[config.mk]
export PLATFORM = sky130hd
export DESIGN_NAME = pulse_event_queue_flat
export DESIGN_NICKNAME = d
export VERILOG_FILES = /design/src/rtl/pulse_event_queue_if.sv /design/src/rtl/pulse_event_queue.sv /design/src/flat_wrapper.sv
export SDC_FILE = /design/constraint.sdc
export NUM_CORES = 1
export LEC_CHECK = 0
export BUFFER_PORTS_ARGS = -buffer_cell sky130_fd_sc_hd__buf_4
export CORE_MARGIN = 1
export CORE_UTILIZATION = 30
export CTS_CLUSTER_DIAMETER = 150
export DETAILED_ROUTE_END_ITERATION = 7
export GPL_ROUTABILITY_DRIVEN = 1
export GPL_TIMING_DRIVEN = 0
export REMOVE_ABC_BUFFERS = 1
export SKIP_LAST_GASP = 1
export SYNTH_ARGS = -nofsm -noshare
export SYNTH_HDL_FRONTEND = slang
export SYNTH_SLANG_ARGS = --single-unit
[constraint.sdc]
create_clock -name clk_dst -period 6.7 [get_ports clk_dst]
set_clock_uncertainty 0.05 [all_clocks]
set_input_delay 1.34 -clock clk_dst [delete_from_list [all_inputs] [get_ports clk_dst]]
set_output_delay 1.34 -clock clk_dst [all_outputs]
set_load 0.1 [all_outputs]
[src/rtl/pulse_event_queue_if.sv]
// Consumer-side bundle for pulse_event_queue: the valid/ready event
// handshake plus the registered pending-event count.
// master = the queue (drives valid/pending), slave = the consumer.
interface pulse_event_queue_if #(
    parameter int CNT_W = 4
);
    logic             event_valid;
    logic             event_ready;
    logic [CNT_W-1:0] pending;

    modport master (
        output event_valid,
        output pending,
        input  event_ready
    );

    modport slave (
        input  event_valid,
        input  pending,
        output event_ready
    );
endinterface

[src/rtl/pulse_event_queue.sv]
// pulse_event_queue: counts single-cycle event pulses and presents them one at
// a time on a valid/ready handshake, with an optional holdoff gap after each
// accepted event. The counter saturates at 2^CNT_W-1; extra pulses are dropped.
// Build option: define PULSE_EVENT_QUEUE_OVF_EN to get the sticky overflow flag
// (set on a dropped event, cleared by ovf_clr). Without it overflow reads 0.
module pulse_event_queue #(
    parameter int CNT_W   = 4,
    parameter int HOLDOFF = 8
) (
    input  logic                       clk_dst,
    input  logic                       reset_n,
    input  logic                       pulse_in,
    input  logic                       ovf_clr,
    output logic                       overflow,
    pulse_event_queue_if.master        evt
);

    typedef enum logic [1:0] {
        IDLE  = 2'd0,
        VALID = 2'd1,
        HOLD  = 2'd2
    } state_t;

    // Timer counts down from HOLDOFF-1 to 0; the edge that sees 0 ends the
    // holdoff, which gives exactly HOLDOFF low cycles after the accept edge.
    localparam int TMR_W = (HOLDOFF > 1) ? $clog2(HOLDOFF) : 1;
    localparam logic [TMR_W-1:0] TMR_LOAD = (HOLDOFF > 0) ? TMR_W'(HOLDOFF - 1) : '0;
    localparam logic [CNT_W-1:0] PEND_MAX = '1;

    state_t           state_q;
    logic [TMR_W-1:0] timer_q;
    logic [CNT_W-1:0] pending_q;
    logic [CNT_W-1:0] pending_d;
    logic             event_valid_q;
    logic             accept;
    logic             pend_inc;
    logic             pend_dec;

    // event_valid is only ever high in VALID, so this is the handshake fire
    assign accept   = event_valid_q & evt.event_ready;
    // a pulse with a simultaneous accept is a net no-op, even at saturation
    assign pend_inc = pulse_in & ~accept & (pending_q != PEND_MAX);
    assign pend_dec = accept & ~pulse_in;

    // next pending count: saturating at max, never below zero
    always_comb begin
        pending_d = pending_q;
        if (pend_inc) begin
            pending_d = pending_q + CNT_W'(1);
        end else if (pend_dec && (pending_q != '0)) begin
            pending_d = pending_q - CNT_W'(1);
        end
    end

    // presentation FSM with registered valid, holdoff timer and pending counter
    always_ff @(posedge clk_dst or negedge reset_n) begin
        if (!reset_n) begin
            state_q       <= IDLE;
            timer_q       <= '0;
            pending_q     <= '0;
            event_valid_q <= 1'b0;
        end else begin
            pending_q <= pending_d;
            case (state_q)
                IDLE: begin
                    if (pending_d != '0) begin
                        state_q       <= VALID;
                        event_valid_q <= 1'b1;
                    end
                end
                VALID: begin
                    if (accept) begin
                        if (HOLDOFF > 0) begin
                            state_q       <= HOLD;
                            timer_q       <= TMR_LOAD;
                            event_valid_q <= 1'b0;
                        end else if (pending_d == '0) begin
                            state_q       <= IDLE;
                            event_valid_q <= 1'b0;
                        end
                    end
                end
                HOLD: begin
                    if (timer_q == '0) begin
                        // pulses arriving on the expiry edge count immediately
                        if (pending_d != '0) begin
                            state_q       <= VALID;
                            event_valid_q <= 1'b1;
                        end else begin
                            state_q       <= IDLE;
                            event_valid_q <= 1'b0;
                        end
                    end else begin
                        timer_q <= timer_q - TMR_W'(1);
                    end
                end
                default: begin
                    state_q       <= IDLE;
                    timer_q       <= '0;
                    event_valid_q <= 1'b0;
                end
            endcase
        end
    end

`ifdef PULSE_EVENT_QUEUE_OVF_EN
    logic overflow_q;
    logic drop;

    // a pulse is lost only when the counter is full and nothing is leaving
    assign drop = pulse_in & ~accept & (pending_q == PEND_MAX);

    // sticky overflow: a new drop wins over a simultaneous clear
    always_ff @(posedge clk_dst or negedge reset_n) begin
        if (!reset_n) begin
            overflow_q <= 1'b0;
        end else if (drop) begin
            overflow_q <= 1'b1;
        end else if (ovf_clr) begin
            overflow_q <= 1'b0;
        end
    end

    assign overflow = overflow_q;
`else
    // overflow reporting compiled out: drops still happen, silently
    logic unused_ovf_clr;
    assign unused_ovf_clr = ovf_clr;
    assign overflow       = 1'b0;
`endif

    assign evt.event_valid = event_valid_q;
    assign evt.pending     = pending_q;

endmodule

[src/flat_wrapper.sv]
// flat-port wrapper written by rule: the top's interface ports become plain ports
module pulse_event_queue_flat 
#(
    parameter int CNT_W   = 4,
    parameter int HOLDOFF = 8
)
  (clk_dst, reset_n, pulse_in, ovf_clr, overflow, evt_event_valid, evt_pending, evt_event_ready);
  pulse_event_queue_if #(.CNT_W(CNT_W)) evt_i ();
  input  logic clk_dst;
  input  logic reset_n;
  input  logic pulse_in;
  input  logic ovf_clr;
  output logic overflow;
  output wire logic [$bits(evt_i.event_valid)-1:0] evt_event_valid;
  output wire logic [$bits(evt_i.pending)-1:0] evt_pending;
  input wire logic [$bits(evt_i.event_ready)-1:0] evt_event_ready;
  assign evt_event_valid = evt_i.event_valid;
  assign evt_pending = evt_i.pending;
  assign evt_i.event_ready = evt_event_ready;
  pulse_event_queue #(.CNT_W(CNT_W), .HOLDOFF(HOLDOFF)) u_core (.clk_dst(clk_dst), .reset_n(reset_n), .pulse_in(pulse_in), .ovf_clr(ovf_clr), .overflow(overflow), .evt(evt_i));
endmodule
==> results of run 1 <==
final timing paths:
path / from / end / slack, ps / cells past startpoint
max reg2reg: u_core.evt.pending[0] / u_core.state_q[1] / 4250 / 8
max in group asynchronous: reset_n / u_core.evt.pending[2] / 5610 / 1
min: u_core.timer_q[1] / u_core.timer_q[1] / 520 / 2
max: evt_event_ready / u_core.state_q[1] / 3870 / 7
min reg2reg: u_core.timer_q[1] / u_core.timer_q[1] / 520 / 2
min in group asynchronous: reset_n / u_core.timer_q[2] / 850 / 1
sequential cells by signal, indices dropped and copies added, names as in the netlist:
| signal | count |
|---|---|
| u_core.evt.pending | 4 |
| u_core.timer_q | 3 |
| u_core.state_q | 2 |
| u_core.evt.event_valid | 1 |
kinds of logic after synthesis:
kind of cell,after synthesis,share of synthesized area (%)
AO/OA/AOI/OAI,20,20.9
AND/OR/NAND/NOR,22,17.8
buffers and inverters,9,4.94
other,1,0.494
multiplexers,3,4.78
flip-flops,10,32.9
XOR/XNOR,2,3.30
adder cells (fa/ha/maj),9,14.8
cells in the mapped netlist, types with 2 or more instances:
| master | count |
|---|---|
| nand2_1 | 2 |
| and4b_1 | 2 |
| o31ai_1 | 2 |
| nor2_1 | 2 |
| inv_1 | 8 |
| nor2b_1 | 2 |
| nand3_1 | 6 |
| dfrtp_1 | 10 |
| a22oi_1 | 2 |
| o21ai_0 | 5 |
| ha_1 | 9 |
layer usage:
layer | wire length (um) | up-vias | global-route usage [%]
li1 | - | 300 | -
met1 | 734 | 288 | 16.9
met2 | 653 | 9 | 19.4
met3 | 45 | 2 | 2.61
met4 | 9 | 0 | 3.95
met5 | 0 | - | 0
area by class of cell:
| type | instances | share of cell area (%) |
|---|---|---|
| clock buffers | 4 | 4.11 |
| well taps | 28 | 3.97 |
| repair buffers | 8 | 6.80 |
| multi-input cells | 57 | 53.4 |
| inverters | 8 | 3.40 |
| flip-flops and latches | 10 | 28.3 |
metrics by stage:
stage	util, %	instance area, um2	instances	worst slack [ps]	hold slack (ps)
detailed placement	36.9	847	111	3610	513
floorplan	-	752	75	3700	472
global placement	36.9	847	111	3620	504
CTS	38.5	883	115	3850	536
global route	38.5	883	115	3750	562
finish	38.5	883	115	3870	523
worst reg2reg max path: stages, from the launching register on:
cell,delay (ps)
dfrtp_1,450
inv_1,110
ha_1,240
nor3b_1,150
or3_4,380
mux2i_1,200
a32oi_1,120
o31ai_2,300
mux2_4,340
==> reports/results.tsv, run 1 <==
stage	metric	value	unit
die	Die Wd	52.3	um
worst_setup_path	CP arrival	2920	ps
placement	RePlAce Congestion	0.682	
global_routing	first-pass GRT wire length	2.50	mm
drt	Wirelength per Cell	12.5	um
global_routing	All-Layer GR Usage	12.4	%
run	max cap viols	0	
cts	number of post-CTS setup repair buffers	0	
placement	IO Port Bufs	8	
synthesis	Post-synth ARST share	100	%
worst_setup_path	crit path kind	in -> reg	
drt	Routed Antenna Nets	0	
drt	drt initial violations	21	
synthesis	Post-Synthesis Cells	76	
worst_hold_path	Min-Delay Path Class	reg -> reg	
global_routing	largest net degree at the start of global routing	11	
global_routing	initial antenna violation count	0	
synthesis	post-synth top area cell	dfrtp_1	
finish	FILL cells	240	
synthesis	synth top area cells	dfrtp_1, ha_1, nand3_1, inv_1, o21ai_0	
cts	Reg clk slew, reported paths	70	ps
worst_setup_path	max incr delay on CP	440	ps
timing	final hold vios	0	
die	DIE AREA	2740	um2
worst_setup_path	Setup crit start kind	input port	
timing	Tcrit/Tclk final	42.2	%
synthesis	yosys warns	0	
worst_setup_path	worst path bufs/invs	1	
cts	Root Buffer	clkbuf_4	
finish	NumNets Final	102	
cts	Post-CTS Hold Buffers	0	
finish	antenna cell count	0	
cts	CTS tree	yes	
placement	HPWL Detailed	1.05	mm
finish	Seq. cell area	250	um2
run_status	status	completed	
finish	Multi-input gate area	472	um2
worst_setup_path	CP delay by family, top	simple AND/OR/NAND/NOR gates	
synthesis	register bit total from synthesis	10	
cts	clock sinks	10	
cts	H-tree levels	1	
cts	Clock Latency Late Sink	260	ps
global_routing	vias in the first global route	563	
drt	total wire length	1.44	mm
timing	Slew headroom	49.6	%
synthesis	top_reg_cell synth	dfrtp_1	
synthesis	register area share after synthesis	32.9	%
drt	Initial DRT Pass Iterations	4	
die	core box area	2300	um2
worst_setup_path	CP max-delay cell	or3_4	
timing	RSZ-0062 raised after global routing	false	
synthesis	post-synth top area share	32.9	%
die	IO Pins	11	
synthesis	Syn Area/Cell	9.99	um2
worst_setup_path	Worst Path Max Fanout	8	
global_routing	grt total ovfl	0	
worst_setup_path	Worst setup EP type	flip-flop	
timing	Slew Viols, Final	0	
drt	# DRC	0	
synthesis	Cell variety after synth	37	
timing	min Tclk post-route	2830	ps
drt	DR vias	599	
timing	max frequency	0.353	GHz
finish	commonest non-fill, non-tap cell in the layout	dfrtp_1	
synthesis	mapped cell area	759	um2
timing	final setup fails	0	
timing	setup TNS	0	ps
drt	via-per-instance ratio	5.21	
worst_setup_path	WP data required	6790	ps
cts	Num CTS Buffers	3	
worst_setup_path	critical path cell sequence	buf_4 -> nand2_2 -> or3_4 -> mux2i_1 -> a32oi_1 -> o31ai_2 -> mux2_4	
synthesis	EDFF count, synth	0	
finish	Area Overhead vs Synth	16.3	%
cts	post-cts resize count	0	
die	Row Count	17	
finish	layout cells sized above 1	23.0	%
die	Die Span Y	52.3	um
die	Starting Density	33.1	%
finish	most frequent cells in the layout	dfrtp_1, ha_1, inv_1, buf_4, nand3_1	
cts	Bufs on Longest Clock Path	2	
timing	Tightest Pin Transition	755	ps
Power of run 1 is not shown: default switching activity piles up to over one toggle a cycle in this logic, so the estimate is an artifact.
==> run 2, diff against run 1 <==
- ABC_AREA: default -> 1
- clock period: 6.7 -> 2.7 ns (I/O delays scaled with it)
==> run 2 against run 1 <==
  * Register-to-register slack worse by 3300 ps
  * Area after synthesis up 5.6%
  * Utilization down 1.3 points
  * Hold slack worse by 490 ps
  * Critical path type is now reg -> reg
  * Critical endpoint is now u_core.state_q[0]
  * Largest cell class unchanged
==> reports/results.tsv, run 2 <==
stage	metric	value	unit	change
run_status	status	completed		
synthesis	mapped cell area	802	um2	+5.6%
synthesis	post-synth top area cell	dfrtp_1		
drt	total wire length	1.50	mm	+3.8%
cts	Bufs on Longest Clock Path	2		unchanged
cts	Num CTS Buffers	3		unchanged
finish	Area Overhead vs Synth	15.8	%	
global_routing	grt total ovfl	0		unchanged
run	max cap viols	0		unchanged
worst_setup_path	depth of the worst register-to-register path	10		+2
placement	RePlAce Congestion	0.797		+17%
synthesis	commonest cells in the synthesized netlist	nand2_1, inv_1, dfrtp_1, ha_1		
finish	commonest non-fill, non-tap cell in the layout	nand2_1		
timing	final setup fails	0		unchanged
die	core box area	2500	um2	+8.8%
timing	Slew headroom	66.2	%	+17 points
cts	Post-CTS Hold Buffers	0		unchanged
die	Die Wd	53.7	um	+2.7%
timing	Tightest Pin Transition	507	ps	-248 ps
finish	most frequent cells in the layout	nand2_1, inv_1, dfrtp_1		
cts	clock sinks	10		unchanged
drt	via-per-instance ratio	4.71		-9.5%
die	Row Count	18		+1
timing	Tcrit/Tclk final	66.3	%	
global_routing	largest net degree at the start of global routing	11		unchanged
timing	final hold vios	0		unchanged
synthesis	Cell variety after synth	29		-22%
cts	Clock Latency Late Sink	270	ps	about the same
worst_setup_path	WP data required	2800	ps	-3990 ps
cts	post-cts resize count	0		unchanged
synthesis	Syn Area/Cell	8.18	um2	-18%
worst_setup_path	critical path cell sequence	inv_1 -> ha_1 -> nand3_2 -> nand2_4 -> nand2_1 -> o21ai_1 -> a21oi_2 -> nand3_1 -> o2111ai_1 -> nand2_1		
die	Die Span Y	53.7	um	+2.7%
worst_setup_path	Setup crit start kind	flip-flop		
finish	layout cells sized above 1	26.6	%	+3.6 points
synthesis	top_reg_cell synth	dfrtp_1		
worst_setup_path	CP delay by family, top	simple AND/OR/NAND/NOR gates		
drt	Routed Antenna Nets	0		unchanged
drt	Wirelength per Cell	10.8	um	-14%
synthesis	yosys warns	0		unchanged
drt	drt initial violations	2		-90%
placement	HPWL Detailed	1.21	mm	+15%
placement	IO Port Bufs	8		unchanged
global_routing	All-Layer GR Usage	13.0	%	+0.63 points
drt	Initial DRT Pass Iterations	3		-1
timing	Slew Viols, Final	0		unchanged
finish	max reg flops	4		unchanged
timing	RSZ-0062 raised after global routing	false		
synthesis	register area share after synthesis	31.2	%	-1.7 points
synthesis	count leader, synth	nand2_1		
global_routing	first-pass GRT wire length	2.62	mm	+4.4%
timing	max frequency	0.559	GHz	
finish	NumNets Final	124		+22%
cts	H-tree levels	1		unchanged
worst_setup_path	Worst Path Max Fanout	6		-2
worst_setup_path	Worst setup EP type	flip-flop		
cts	CTS tree	yes		
die	IO Pins	11		unchanged
timing	min Tclk post-route	1790	ps	
worst_setup_path	CP dominant cell by count	nand2_1		
cts	Root Buffer	clkbuf_4		
cts	Reg clk slew, reported paths	70	ps	about the same
global_routing	vias in the first global route	620		+10%
drt	DR vias	655		+9.3%
worst_setup_path	CP max-delay cell	dfrtp_1		
worst_setup_path	CP arrival	1890	ps	-1030 ps
drt	# DRC	0		unchanged
finish	Final Non-Filler Cells	139		+21%
synthesis	synth top area cells	dfrtp_1, ha_1, nand2_1, inv_1, nand2_2		
worst_setup_path	R2R Path End	u_core.state_q[0]		
cts	number of post-CTS setup repair buffers	0		unchanged
worst_setup_path	worst flop-to-flop path startpoint	u_core.evt.pending[0]		
timing	setup TNS	0	ps	unchanged
synthesis	post-synth top area share	31.2	%	-1.7 points
global_routing	initial antenna violation count	0		unchanged
worst_setup_path	crit path kind	reg -> reg		
worst_setup_path	setup slack, reg-to-reg	910	ps	-3340 ps
worst_setup_path	worst path bufs/invs	1		unchanged
placement	DP Cell Count	135		+22%
die	DIE AREA	2880	um2	+5.4%
synthesis	Post-Synthesis Cells	98		+29%
synthesis	EDFF count, synth	0		unchanged
worst_hold_path	Min-Delay Path Class	in -> async		
worst_setup_path	max incr delay on CP	440	ps	about the same
die	Starting Density	32.1	%	-0.98 points
synthesis	Post-synth ARST share	100	%	unchanged
synthesis	register bit total from synthesis	10		unchanged
finish	antenna cell count	0		unchanged
run 2: cell types whose count changed in the layout (fill, tap and decap cells not counted), sizes merged, moves of 2 or more:
cell   previous run  this run
nand2             3        28
or2               0         2
nor2b             2         0
and4b             2         0
mux2              2         0
nand3             6         9
nor2              2         4
o31ai             3         0
inv               8        16
o21ai             5         2
a21oi             0         5
or3               3         0
a22oi             2         0
run 2: metal layers:
metal / part of all wire (%) / track usage [%]
met3: 2.2 / 1.69
met4: 3.1 / 10.5
met2: 47 / 20.8
met1: 47 / 15.5
met5: 0 / 0
run 2: worst max-delay path by stage:
stage	slack (ps)	to	start	cells after the start
2_1_floorplan	370	u_core.evt.event_valid	u_core.evt.pending[1]	11
3_3_place_gp	940	u_core.state_q[0]	evt_event_ready	10
3_5_place_dp	920	u_core.evt.event_valid	evt_event_ready	10
4_1_cts	920	u_core.timer_q[0]	u_core.state_q[0]	5
5_1_grt	760	u_core.state_q[0]	u_core.evt.pending[0]	11
6_report	910	u_core.state_q[0]	u_core.evt.pending[0]	10
run 2: cell type report:
cell class / count / area [um2]
Multi-Input combinational cell: 71 / 484
Inverter: 16 / 60.1
Clock buffer: 4 / 36.3
Fill cell: 271 / 1570
Tap cell: 30 / 37.5
Timing Repair Buffer: 8 / 60.1
Sequential cell: 10 / 250
run 2: kinds of logic after synthesis:
kind of cell / Yosys count / share of synthesized area (%)
AND/OR/NAND/NOR: 46 / 33.7
buffers and inverters: 17 / 8.42
AO/OA/AOI/OAI: 14 / 11.1
flip-flops: 10 / 31.2
adder cells (fa/ha/maj): 9 / 14.0
XOR/XNOR: 1 / 1.09
other: 1 / 0.468
run 2: metrics by stage:
step / hold slack, ps / worst slack (ps) / cell area, um2 / utilization (%)
finish: 33.0 / 910 / 928 / 37.1
floorplan: 194 / 367 / 795 / -
detailed placement: 331 / 924 / 892 / 35.7
global route: 36.9 / 755 / 928 / 37.1
global placement: 326 / 936 / 892 / 35.7
CTS: 36.8 / 917 / 928 / 37.1
Power of run 2 is left out for the same reason.
